**src/rtl/mux8_frame_serializer.sv**
```systemverilog
// Byte-to-serial framer that drives an external 8:1 mux and registers its output bit by bit.
// Optional even-parity trailer bit is enabled with the MUX8_SER_PARITY_EN macro.
module mux8_frame_serializer #(
    parameter int MSB_FIRST = 0,
    parameter int IDLE_GAP  = 0
) (
    input  logic       clk,
    input  logic       rst_n,
    input  logic       in_valid,
    input  logic [7:0] in_data,
    output logic       in_ready,
    output logic [7:0] mux_a,
    output logic [2:0] mux_sel,
    input  logic       mux_y,
    output logic       ser_out,
    output logic       ser_valid,
    output logic       ser_last,
    output logic       busy
);

    // Handshake: a word moves when in_valid && in_ready are both high at a rising edge.
    localparam logic [2:0] START    = (MSB_FIRST != 0) ? 3'd7 : 3'd0;
    localparam logic [3:0] GAP_LAST = 4'((IDLE_GAP > 0) ? IDLE_GAP - 1 : 0);

`ifdef MUX8_SER_PARITY_EN
    typedef enum logic [1:0] {IDLE, SHIFT, GAP, PAR} state_t;
`else
    typedef enum logic [1:0] {IDLE, SHIFT, GAP} state_t;
`endif

    state_t     state, state_nx;
    logic [7:0] a_nx;
    logic [2:0] sel_nx;
    logic [2:0] bit_cnt, cnt_nx;
    logic [3:0] gap_cnt, gap_nx;
    logic       out_nx, valid_nx, last_nx;

    assign in_ready = (state == IDLE);
    assign busy     = (state != IDLE);

    always_ff @(posedge clk or negedge rst_n) begin
        if (!rst_n) begin
            state     <= IDLE;
            mux_a     <= 8'd0;
            mux_sel   <= START;
            bit_cnt   <= 3'd0;
            gap_cnt   <= 4'd0;
            ser_out   <= 1'b0;
            ser_valid <= 1'b0;
            ser_last  <= 1'b0;
        end else begin
            state     <= state_nx;
            mux_a     <= a_nx;
            mux_sel   <= sel_nx;
            bit_cnt   <= cnt_nx;
            gap_cnt   <= gap_nx;
            ser_out   <= out_nx;
            ser_valid <= valid_nx;
            ser_last  <= last_nx;
        end
    end

    always_comb begin
        state_nx = state;
        a_nx     = mux_a;
        sel_nx   = mux_sel;
        cnt_nx   = bit_cnt;
        gap_nx   = gap_cnt;
        out_nx   = 1'b0;
        valid_nx = 1'b0;
        last_nx  = 1'b0;
        case (state)
            IDLE: begin
                if (in_valid) begin
                    a_nx     = in_data;
                    sel_nx   = START;
                    cnt_nx   = 3'd0;
                    state_nx = SHIFT;
                end
            end
            SHIFT: begin
                // mux_y reflects the current select, so the bit is captured one cycle behind mux_sel.
                out_nx   = mux_y;
                valid_nx = 1'b1;
                cnt_nx   = bit_cnt + 3'd1;
                sel_nx   = (MSB_FIRST != 0) ? mux_sel - 3'd1 : mux_sel + 3'd1;
                if (bit_cnt == 3'd7) begin
                    sel_nx = START;
                    cnt_nx = 3'd0;
                    gap_nx = 4'd0;
`ifdef MUX8_SER_PARITY_EN
                    state_nx = PAR;
`else
                    last_nx  = 1'b1;
                    state_nx = (IDLE_GAP > 0) ? GAP : IDLE;
`endif
                end
            end
`ifdef MUX8_SER_PARITY_EN
            PAR: begin
                out_nx   = ^mux_a;
                valid_nx = 1'b1;
                last_nx  = 1'b1;
                gap_nx   = 4'd0;
                state_nx = (IDLE_GAP > 0) ? GAP : IDLE;
            end
`endif
            GAP: begin
                gap_nx = gap_cnt + 4'd1;
                if (gap_cnt == GAP_LAST) begin
                    gap_nx   = 4'd0;
                    state_nx = IDLE;
                end
            end
            default: state_nx = IDLE;
        endcase
    end

endmodule

```
**config.mk**
```make
export PLATFORM = sky130hd
export DESIGN_NAME = mux8_frame_serializer
export DESIGN_NICKNAME = d
export VERILOG_FILES = /design/src/rtl/mux8_frame_serializer.sv
export SDC_FILE = /design/constraint.sdc
export NUM_CORES = 1
export LEC_CHECK = 0
export BUFFER_PORTS_ARGS = -buffer_cell sky130_fd_sc_hd__buf_2
export CORE_MARGIN = 2
export CORE_UTILIZATION = 26
export CTS_CLUSTER_DIAMETER = 30
export DETAILED_ROUTE_END_ITERATION = 6
export GPL_TIMING_DRIVEN = 1
export SYNTH_ARGS = -nofsm -noshare
export SYNTH_HDL_FRONTEND = slang
export SYNTH_SLANG_ARGS = --single-unit
```
**constraint.sdc**
```tcl
create_clock -name clk -period 1.4 [get_ports clk]
set_clock_uncertainty 0.05 [all_clocks]
set_input_delay 0.07 -clock clk [delete_from_list [all_inputs] [get_ports clk]]
set_output_delay 0.07 -clock clk [all_outputs]
set_load 0.005 [all_outputs]
```
==> reports/qor.yml, run 1 <==
status:
  status: "finished, final reports clean"
clock_network:
  cts_sinks: 18
  clockBufferDepth: 2
  cts_root_buf: "clkbuf_4"
  clk_pin_slew_ns: 0.10
  cts_resized: 0
  hold_buffers: 10
  cts_setup_buffers: 0
  h-tree-depth: 1
  cts-buffers-inserted: 3
  tritoncts: "yes"
  insertion_delay_ns: 0.29
synthesis:
  synth_edf_count: 0
  yosysMostFrequentCell: "dfrtp_1"
  ys_ff_latch: 18
  ys_warn_count: 0
  syn_area_per_cell_um2: 15.3
  syn-cell-area_um2: 752
  postSynthCellCount: 49
  async_reset_ff_share_pct: 100
  yosys-top-cells-area: "dfrtp_1 60%, mux2_4 16%, ha_1 5.0%, o2bb2ai_1 3.5%, nand2b_1 2.5%"
  synth_commonest_cells: "18 x dfrtp_1, 8 x mux2_4, 3 x ha_1, 3 x nand2b_1, 3 x o2bb2ai_1"
  ys_seq_area_share_pct: 59.9
  synth_cell_types: 16
  syn_nets: 64
  synth_flop_cell: "dfrtp_1"
  synth.largest_area_cell: "dfrtp_1"
  synth_top_area_share_pct: 59.9
worst_setup_path:
  critPathBufInv: 0
  critPathRequiredTime_ns: 1.57
  timing.rr.start: "bit_cnt[0]$_DFFE_PN0P_"
  r2r_slack_ns: 0.09
  cpMostUsedCell: "ha_1"
  crit_chain: "ha_1, ha_1, nand2b_1, o2bb2ai_1"
  crit_fanout: 5
  crit_family: "adder cells"
  worst-setup-path-type: "reg2reg"
  critPathMaxStageDelay_ns: 0.41
  r2r_end: "mux_sel[2]$_DFFE_PN0P_"
  crit_slowest_cell: "dfrtp_1"
  crit_path_end_kind: "register"
  reg2reg_depth: 4
  critPathLaunchType: "register"
  arrival_ns: 1.49
detailed_routing:
  drc: 0
  vias_per_cell: 4.34
  wirelength_um: 1440
  drt-wirelength-per-cell_um: 12.0
  first_pass_iters: 4
  drt_iter0_markers: 4
  num_vias: 521
  drtAntennaViolNets: 0
final_layout:
  stdcell_count: 120
  drive_gt1_share_pct: 47.2
  area_growth_pct: 39.8
  diodes: 0
  fin_util_pct: 38.1
  fin_nets: 105
placed_design:
  port_buffers: 27
  gp_congestion: 0.680
  hpwl_um: 963
  dp_cells: 106
global_route:
  gr-usage-all-layers_pct: 9.34
  grt_pass1_vias: 499
  grt_max_degree: 19
  grt_first_pass_wirelength_um: 2330
  antenna_found_initial: 0
  overflow: 0
die:
  die_y_um: 57.8
  dieWidth_um: 57.8
  floorplan.die_area_mm2: 0.00334
  io_pins: 28
  rows: 19
  start_util_pct: 27.3
  core_mm2: 0.00276
pwr:
  peakVddDrop_v: 0.00126
  p_leak_nw: 0.529
  pwr_density_cell_mw_per_mm2: 2040
timing:
  max_freq_mhz: 762
  report.final.slew_viol_count: 0
  tightest_slew_ns: 0.384
  final-setup-viol-count: 0
  rsz0062_at_grt: "no"
  fin_crit_sh_pct: 93.8
  fin_hold_ws_ns: 0.0433
  finalHoldViolations: 0
  fin_crit_ns: 1.31
  fin_setup_tns_ns: 0
  maxSlewHeadroom_pct: 74.4
min_path:
  hold_depth: 3
  hp-class: "in2reg"
  min_to: "mux_sel[0]$_DFFE_PN0P_"
  min_from: "in_valid"
job:
  maxCapViolations: 0
## layer usage
| layer | vias to the layer above | track usage (%) | routed length, um |
|---|---|---|---|
| met5 | - | 0 | 0 |
| met2 | 14 | 15.1 | 717 |
| met4 | 0 | 0.997 | 0 |
| met1 | 254 | 11.5 | 613 |
| met3 | 0 | 4.91 | 107 |
| li1 | 253 | - | - |
## state kept, by name (all words and copies together) (netlist names)
signal / count
state: 1
ser_valid: 1
mux_a: 8
ser_last: 1
mux_sel: 3
bit_cnt: 3
ser_out: 1
## layout by cell type, fill, tap and decap left out, drive strengths merged
| cell | count |
|---|---|
| dlygate4sd3 | 10 |
| mux2 | 8 |
| and2 | 2 |
| inv | 1 |
| nand2 | 2 |
| nor2 | 2 |
| o2bb2ai | 3 |
| clkbuf | 4 |
| dfrtp | 18 |
| buf | 28 |
| xnor2 | 1 |
| nor2b | 1 |
| o22ai | 1 |
| a22o | 2 |
| nand2b | 3 |
| ha | 3 |
## logic make-up after synthesis
kind of cell | synth area share (%)
and+or+nand+nor | 8.32
xor gates and xnor gates | 1.16
muxes | 16.0
buffers and inverters | 2.99
adders and majority gates | 4.99
DFF | 59.9
AOI/OAI and AO/OA | 6.66
## where the power goes
group	internal [W]	switching (W)	leakage [nW]
registers	0.000767	0.000147	0.215
logic	0.000546	0.000372	0.293
clock network	0.000158	0.000159	0.0210
## final cells by class
| cell class | instances | area [um^2] |
|---|---|---|
| fillers | 276 | 1710 |
| flip-flops and latches | 18 | 450 |
| inverters | 1 | 3.75 |
| multi-input cells | 28 | 279 |
| well taps | 31 | 38.8 |
| clock buffers | 4 | 36.3 |
| repair buffers | 38 | 243 |
## worst reg2reg max path, delay by kind of cell, from the launching register on
kind            cells  cell delay [ns]
compound gates      1             0.15
fa+ha+maj           2             0.44
flops               1             0.41
simple gates        1             0.20
## worst max path at each step
stage / start / to / slack, ns / cells after the start
after floorplan: bit_cnt[0]$_DFFE_PN0P_ / bit_cnt[2]$_DFFE_PN0P_ / 0.19 / 3
after global placement: bit_cnt[0]$_DFFE_PN0P_ / mux_sel[2]$_DFFE_PN0P_ / 0.11 / 4
after detailed placement: bit_cnt[0]$_DFFE_PN0P_ / mux_sel[0]$_DFFE_PN0P_ / 0.12 / 4
after CTS: bit_cnt[0]$_DFFE_PN0P_ / mux_sel[2]$_DFFE_PN0P_ / 0.08 / 4
after global routing: bit_cnt[0]$_DFFE_PN0P_ / mux_sel[2]$_DFFE_PN0P_ / 0.004 / 4
final: bit_cnt[0]$_DFFE_PN0P_ / mux_sel[2]$_DFFE_PN0P_ / 0.09 / 4
## metrics by stage
step	power [W]	setup slack, ns	cell area [um^2]
floorplan	0.00151	0.194	752
global placement	0.00179	0.110	915
detailed placement	0.00182	0.120	915
CTS	0.00218	0.0784	1050
global route	0.00232	0.00414	1050
finish	0.00215	0.0870	1050
No activity file was read; power rests on OpenSTA's default activity.
==> run 2, diff against run 1 <==
- CORE_UTILIZATION: 26 -> 29
- RECOVER_POWER: unset -> 100
- clock period: 1.4 -> 1.7 ns (I/O delays scaled with it)
==> run 2 against run 1 <==
  * Die area is 9.7% lower
  * First-iteration DRC count unchanged
  * Core utilization up 2.1 points
  * Global-route usage grew 1.8 points
  * Critical path type is now reg2out
  * Largest power group is now registers
  * Highest routed layer unchanged
==> reports/qor.yml, run 2 (synthesis results as in run 1) <==
status:
  status: "finished, final reports clean"
global_route:
  grt_pass1_vias: 531
  grt_first_pass_wirelength_um: 2300
  antenna_found_initial: 0
  overflow: 0
  grt_max_degree: 19
  gr-usage-all-layers_pct: 11.1
clock_network:
  cts_root_buf: "clkbuf_4"
  clockBufferDepth: 2
  tritoncts: "yes"
  cts_sinks: 18
  cts_setup_buffers: 0
  clk_pin_slew_ns: 0.11
  insertion_delay_ns: 0.29
  cts-buffers-inserted: 3
  cts_resized: 0
  h-tree-depth: 1
worst_setup_path:
  startpoint: "state[0]$_DFFE_PN0P_"
  critPathLaunchType: "register"
  worst-path-stages: 3
  r2r_slack_ns: 0.35
  reg2reg_depth: 3
  arrival_ns: 1.24
  worst-setup-path-type: "reg2out"
  crit_slowest_cell: "dfrtp_1"
  crit_path_end_kind: "output pin"
  critPathRequiredTime_ns: 1.56
  critPathBufInv: 3
  r2r_end: "bit_cnt[0]$_DFFE_PN0P_"
  critPathMaxStageDelay_ns: 0.37
  endpoint: "in_ready"
  crit_fanout: 12
  crit_family: "buffers and inverters"
  crit_chain: "clkbuf_1, inv_1, buf_2"
  timing.rr.start: "state[0]$_DFFE_PN0P_"
pwr:
  p_leak_nw: 0.462
  pwr_density_cell_mw_per_mm2: 1620
  peakVddDrop_v: 0.000575
detailed_routing:
  first_pass_iters: 2
  drc: 0
  drt-wirelength-per-cell_um: 12.3
  num_vias: 522
  vias_per_cell: 4.39
  drtAntennaViolNets: 0
  drt_iter0_markers: 4
  wirelength_um: 1460
die:
  start_util_pct: 30.4
  core_mm2: 0.00248
  dieWidth_um: 54.9
  io_pins: 28
  rows: 18
  die_y_um: 54.9
  floorplan.die_area_mm2: 0.00302
timing:
  fin_crit_ns: 1.38
  final-setup-viol-count: 0
  maxSlewHeadroom_pct: 35.2
  rsz0062_at_grt: "no"
  fin_crit_sh_pct: 81.0
  tightest_slew_ns: 0.972
  max_freq_mhz: 726
  report.final.slew_viol_count: 0
  fin_setup_tns_ns: 0
  finalHoldViolations: 0
final_layout:
  n_fill_cell: 272
  drive_gt1_share_pct: 22.5
  fin_util_pct: 40.2
  largest_reg_flops: 8
  largestRegisters: "mux_a (8), bit_cnt (3), mux_sel (3)"
  diodes: 0
  area_growth_pct: 32.4
  layout_common_cells: "18 x dfrtp_1, 14 x buf_2, 14 x clkbuf_1, 10 x dlygate4sd3_1, 7 x mux2_1"
  fin_nets: 105
  top_register: "mux_a"
  final_common_cell: "dfrtp_1"
placed_design:
  port_buffers: 27
  hpwl_um: 995
  gp_congestion: 0.645
job:
  maxCapViolations: 0
min_path:
  hp-class: "in2reg"
-- run 2: changes by cell type in the layout (fill, tap and decap cells not counted) --
cell	change
and2_1	-1
buf_2	-13
nor2b_4	-1
and2_0	+1
mux2_4	-7
nor2b_2	+1
clkbuf_1	+14
buf_4	-1
nor2_1	+1
nor2_2	-1
mux2_1	+7
-- run 2: timing repair --
| item | CTS | global route |
|---|---|---|
| endpoints found under the hold margin | 27 | 0 |
| endpoints found under the setup margin | 0 | 0 |
| hold buffers | 10 | 0 |
-- run 2: area by class of cell --
class | count | area, um^2 | area share [%]
inverter | 1 | 3.75 | 0.377
sequential | 18 | 450 | 45.2
multi-input combinational | 28 | 245 | 24.6
tap | 30 | 37.5 | 3.77
clock buffer | 4 | 36.3 | 3.64
timing repair buffer | 38 | 223 | 22.4
-- run 2: how the worst min path moves through the flow --
| stage | startpoint | end | depth (start not counted) | slack [ns] |
|---|---|---|---|---|
| 6_report | in_valid | mux_sel[0]$_DFFE_PN0P_ | 3 | 0.04 |
| 5_1_grt | in_valid | mux_sel[0]$_DFFE_PN0P_ | 3 | 0.06 |
| 4_1_cts | in_valid | mux_sel[0]$_DFFE_PN0P_ | 3 | 0.05 |
| 3_5_place_dp | rst_n | mux_a[1]$_DFFE_PN0P_ | 1 | -0.01 |
| 3_3_place_gp | rst_n | mux_a[1]$_DFFE_PN0P_ | 1 | -0.02 |
| 2_1_floorplan | rst_n | bit_cnt[0]$_DFFE_PN0P_ | 0 | -0.26 |
-- run 2: tightest hold or removal path: stages --
cell	delay, ns
buf_2	0.10
nand2b_1	0.10
o22ai_1	0.07
-- run 2: metrics by stage --
stage	power [W]	instance area, um^2	setup slack [ns]	std cells	hold slack [ns]
after floorplan	0.00124	752	0.494	49	-0.261
after global placement	0.00149	913	0.461	105	-0.0187
after detailed placement	0.00151	913	0.411	105	-0.0116
after CTS	0.00180	1050	0.383	119	0.0501
after global routing	0.00178	996	0.222	119	0.0606
final	0.00162	996	0.323	119	0.0443
-- run 2: where the power goes --
group          total (W)  switching, W  internal, W  leakage [nW]
clock network   0.000260      0.000129     0.000130        0.0210
logic           0.000616      0.000294     0.000322         0.226
registers       0.000740      0.000109     0.000631         0.215
-- run 2: layer usage --
| metal | vias to the layer above | wire [um] | track usage, % | part of all wire (%) |
|---|---|---|---|---|
| met4 | 0 | 0 | 4.88 | 0 |
| li1 | 250 | - | - | - |
| met5 | - | 0 | 0 | 0 |
| met2 | 22 | 725 | 18.7 | 50 |
| met1 | 250 | 600 | 13.0 | 41 |
| met3 | 0 | 132 | 3.49 | 9.1 |
==> run 3, diff against run 2 <==
- ABC_AREA: unset -> 1
- clock period: 1.7 -> 1.2 ns (I/O delays scaled with it)
==> run 3 against run 2 <==
  * Sequential cell count is the same
  * Cell count increased by 26%
  * Synthesized cell count is 59% higher
  * Clock power increased by 39%
  * Hold slack gained 0.049 ns
  * Core utilization is 4.1 points higher
  * Critical endpoint is now bit_cnt[0]$_DFFE_PN0P_
==> reports/qor.yml, run 3 <==
clock_network:
  h-tree-depth: 1
  cts_root_buf: "clkbuf_4"
  insertion_delay_ns: 0.28
  tritoncts: "yes"
  clk_pin_slew_ns: 0.10
  clockBufferDepth: 2
  cts_sinks: 18
  cts-buffers-inserted: 3
detailed_routing:
  first_pass_iters: 4
  drt_iter0_markers: 20
  wirelength_um: 1730
  drt-wirelength-per-cell_um: 11.5
  drtAntennaViolNets: 0
  vias_per_cell: 4.34
  drc: 0
  num_vias: 651
final_layout:
  seq_area_um2: 452
  diodes: 0
  drive_gt1_share_pct: 39.2
  top_register: "mux_a"
  n_fill_cell: 237
  fin_nets: 136
  multi_input_area_um2: 288
  area_growth_pct: 43.9
  final_common_cell: "nand2_1"
  stdcell_count: 150
  layout_common_cells: "27 x nand2_1, 24 x buf_2, 17 x dfrtp_1, 10 x dlygate4sd3_1"
  largestRegisters: "mux_a (8), bit_cnt (3), mux_sel (3)"
  largest_reg_flops: 8
global_route:
  overflow: 0
  grt_pass1_vias: 570
  antenna_found_initial: 0
  grt_first_pass_wirelength_um: 2640
  gr-usage-all-layers_pct: 11.0
  grt_max_degree: 19
placed_design:
  hpwl_um: 1120
  dp_cells: 134
  gp_congestion: 0.746
  port_buffers: 27
synthesis:
  synth.largest_area_cell: "dfrtp_1"
  synth_flop_cell: "dfrtp_1"
  synth_top_area_share_pct: 59.0
  synth-xor-area-share_pct: 0
  yosysMostFrequentCell: "nand2_1"
  synth_compound_area_share_pct: 1.31
  synth_cell_types: 13
  syn_nets: 93
  syn-cell-area_um2: 763
  async_reset_ff_share_pct: 100
  yosys-top-cells-area: "dfrtp_1 59%, nand2_1 13%, nand2_2 6.6%, nand3_1 5.9%, ha_1 4.9%"
  syn_area_per_cell_um2: 9.79
  ys_warn_count: 0
  synth_top_family_by_area: "simple AND/OR/NAND/NOR gates"
  postSynthCellCount: 78
  synth_commonest_cells: "27 x nand2_1, 18 x dfrtp_1, 9 x nand3_1, 8 x nand2_2, 5 x inv_1"
  synthSimpleGateAreaFrac_pct: 29.7
  synthAdderAreaFrac_pct: 4.92
  synth_edf_count: 0
  ys_ff_latch: 18
  ys_seq_area_share_pct: 59.0
  synth_mux_area_share_pct: 0
job:
  maxCapViolations: 0
die:
  io_pins: 28
  rows: 18
  core_mm2: 0.00248
  dieWidth_um: 55.3
  floorplan.die_area_mm2: 0.00306
  die_y_um: 55.3
  start_util_pct: 30.8
pwr:
  peakVddDrop_v: 0.000983
  p_leak_nw: 0.586
  pwr_density_cell_mw_per_mm2: 2230
timing:
  max_freq_mhz: 881
  final-setup-viol-count: 0
  fin_crit_sh_pct: 94.6
  fin_setup_tns_ns: 0
  finalHoldViolations: 0
  fin_crit_ns: 1.13
  maxSlewHeadroom_pct: 70.8
  tightest_slew_ns: 0.438
  report.final.slew_viol_count: 0
  rsz0062_at_grt: "no"
min_path:
  hp-class: "in2reg"
  hold_depth: 3
status:
  status: "finished, final reports clean"
worst_setup_path:
  arrival_ns: 1.30
  crit_path_end_kind: "register"
  worst-setup-path-type: "reg2reg"
  critPathRequiredTime_ns: 1.37
  reg2reg_depth: 5
  crit_fanout: 3
  critPathLaunchType: "register"
## run 3: cell types whose count changed in the layout (fill, tap and decap cells not counted), moves of 7 or more
| cell | change |
|---|---|
| nand3_1 | +9 |
| mux2_1 | -7 |
| nand2_2 | +9 |
| buf_2 | +10 |
| clkbuf_1 | -12 |
| nand2_1 | +25 |
## run 3: final timing paths
kind	start	to	slack, ns
max	bit_cnt[0]$_DFFE_PN0P_	bit_cnt[0]$_DFFE_PN0P_	0.07
min	in_valid	mux_a[2]$_DFFE_PN0P_	0.09
max reg2reg	bit_cnt[0]$_DFFE_PN0P_	bit_cnt[0]$_DFFE_PN0P_	0.07
min reg2reg	mux_a[4]$_DFFE_PN0P_	mux_a[4]$_DFFE_PN0P_	0.44
max in group asynchronous	rst_n	state[0]$_DFFE_PN0P_	0.59
min in group asynchronous	rst_n	ser_out$_DFF_PN0_	0.18
## run 3: power by group
part | switching (W) | total, W | internal [W]
logic | 0.000506 | 0.000999 | 0.000493
clock network | 0.000177 | 0.000362 | 0.000185
registers | 0.000206 | 0.00109 | 0.000884
## run 3: per-layer routing
metal,global-route usage (%),part of all wire [%],vias up,wire length [um]
li1,-,-,327,-
met1,14.3,43,302,740
met2,17.7,50,20,867
met3,2.81,6.3,2,109
met4,4.18,0.58,0,10
met5,0,0,-,0
## run 3: critical path, stage by stage (launching register included)
cell	delay, ns
dfrtp_1	0.40
ha_2	0.20
ha_4	0.17
inv_1	0.06
nand2_2	0.07
o21ai_1	0.12
## run 3: repair_timing
item                                   in CTS  in global routing
hold buffers                               10                  0
resized for setup                           5                  7
cloned                                      0                  0
setup buffers                               0                  2
setup endpoints to repair                   4                  6
endpoints found under the hold margin      27                  0
pin swaps                                   1                  0
## run 3: per-stage QoR
stage | utilization (%) | power (W) | hold slack [ns] | setup WS (ns) | area, um^2
2_1_floorplan | - | 0.00161 | -0.286 | 0.0408 | 763
3_3_place_gp | 37.4 | 0.00194 | -0.0436 | 0.000230 | 927
5_1_grt | 44.3 | 0.00265 | 0.0866 | 0.00836 | 1100
3_5_place_dp | 37.4 | 0.00198 | -0.0371 | -0.0279 | 927
6_report | 44.3 | 0.00245 | 0.0929 | 0.0652 | 1100
4_1_cts | 43.4 | 0.00240 | 0.0998 | 0.0142 | 1070
## run 3: cell families after synthesis
logic type,after synthesis
AND/OR/NAND/NOR,47
buffers and inverters,8
AO/OA/AOI/OAI,2
flip-flops,18
adder cells (fa/ha/maj),3
## run 3: final cells by class
cell class	instances	area share [%]
Inverter	6	2.73
Timing Repair Buffer	40	23.2
Clock buffer	4	3.30
Sequential cell	18	41.1
Tap cell	30	3.42
Multi-Input combinational cell	52	26.2
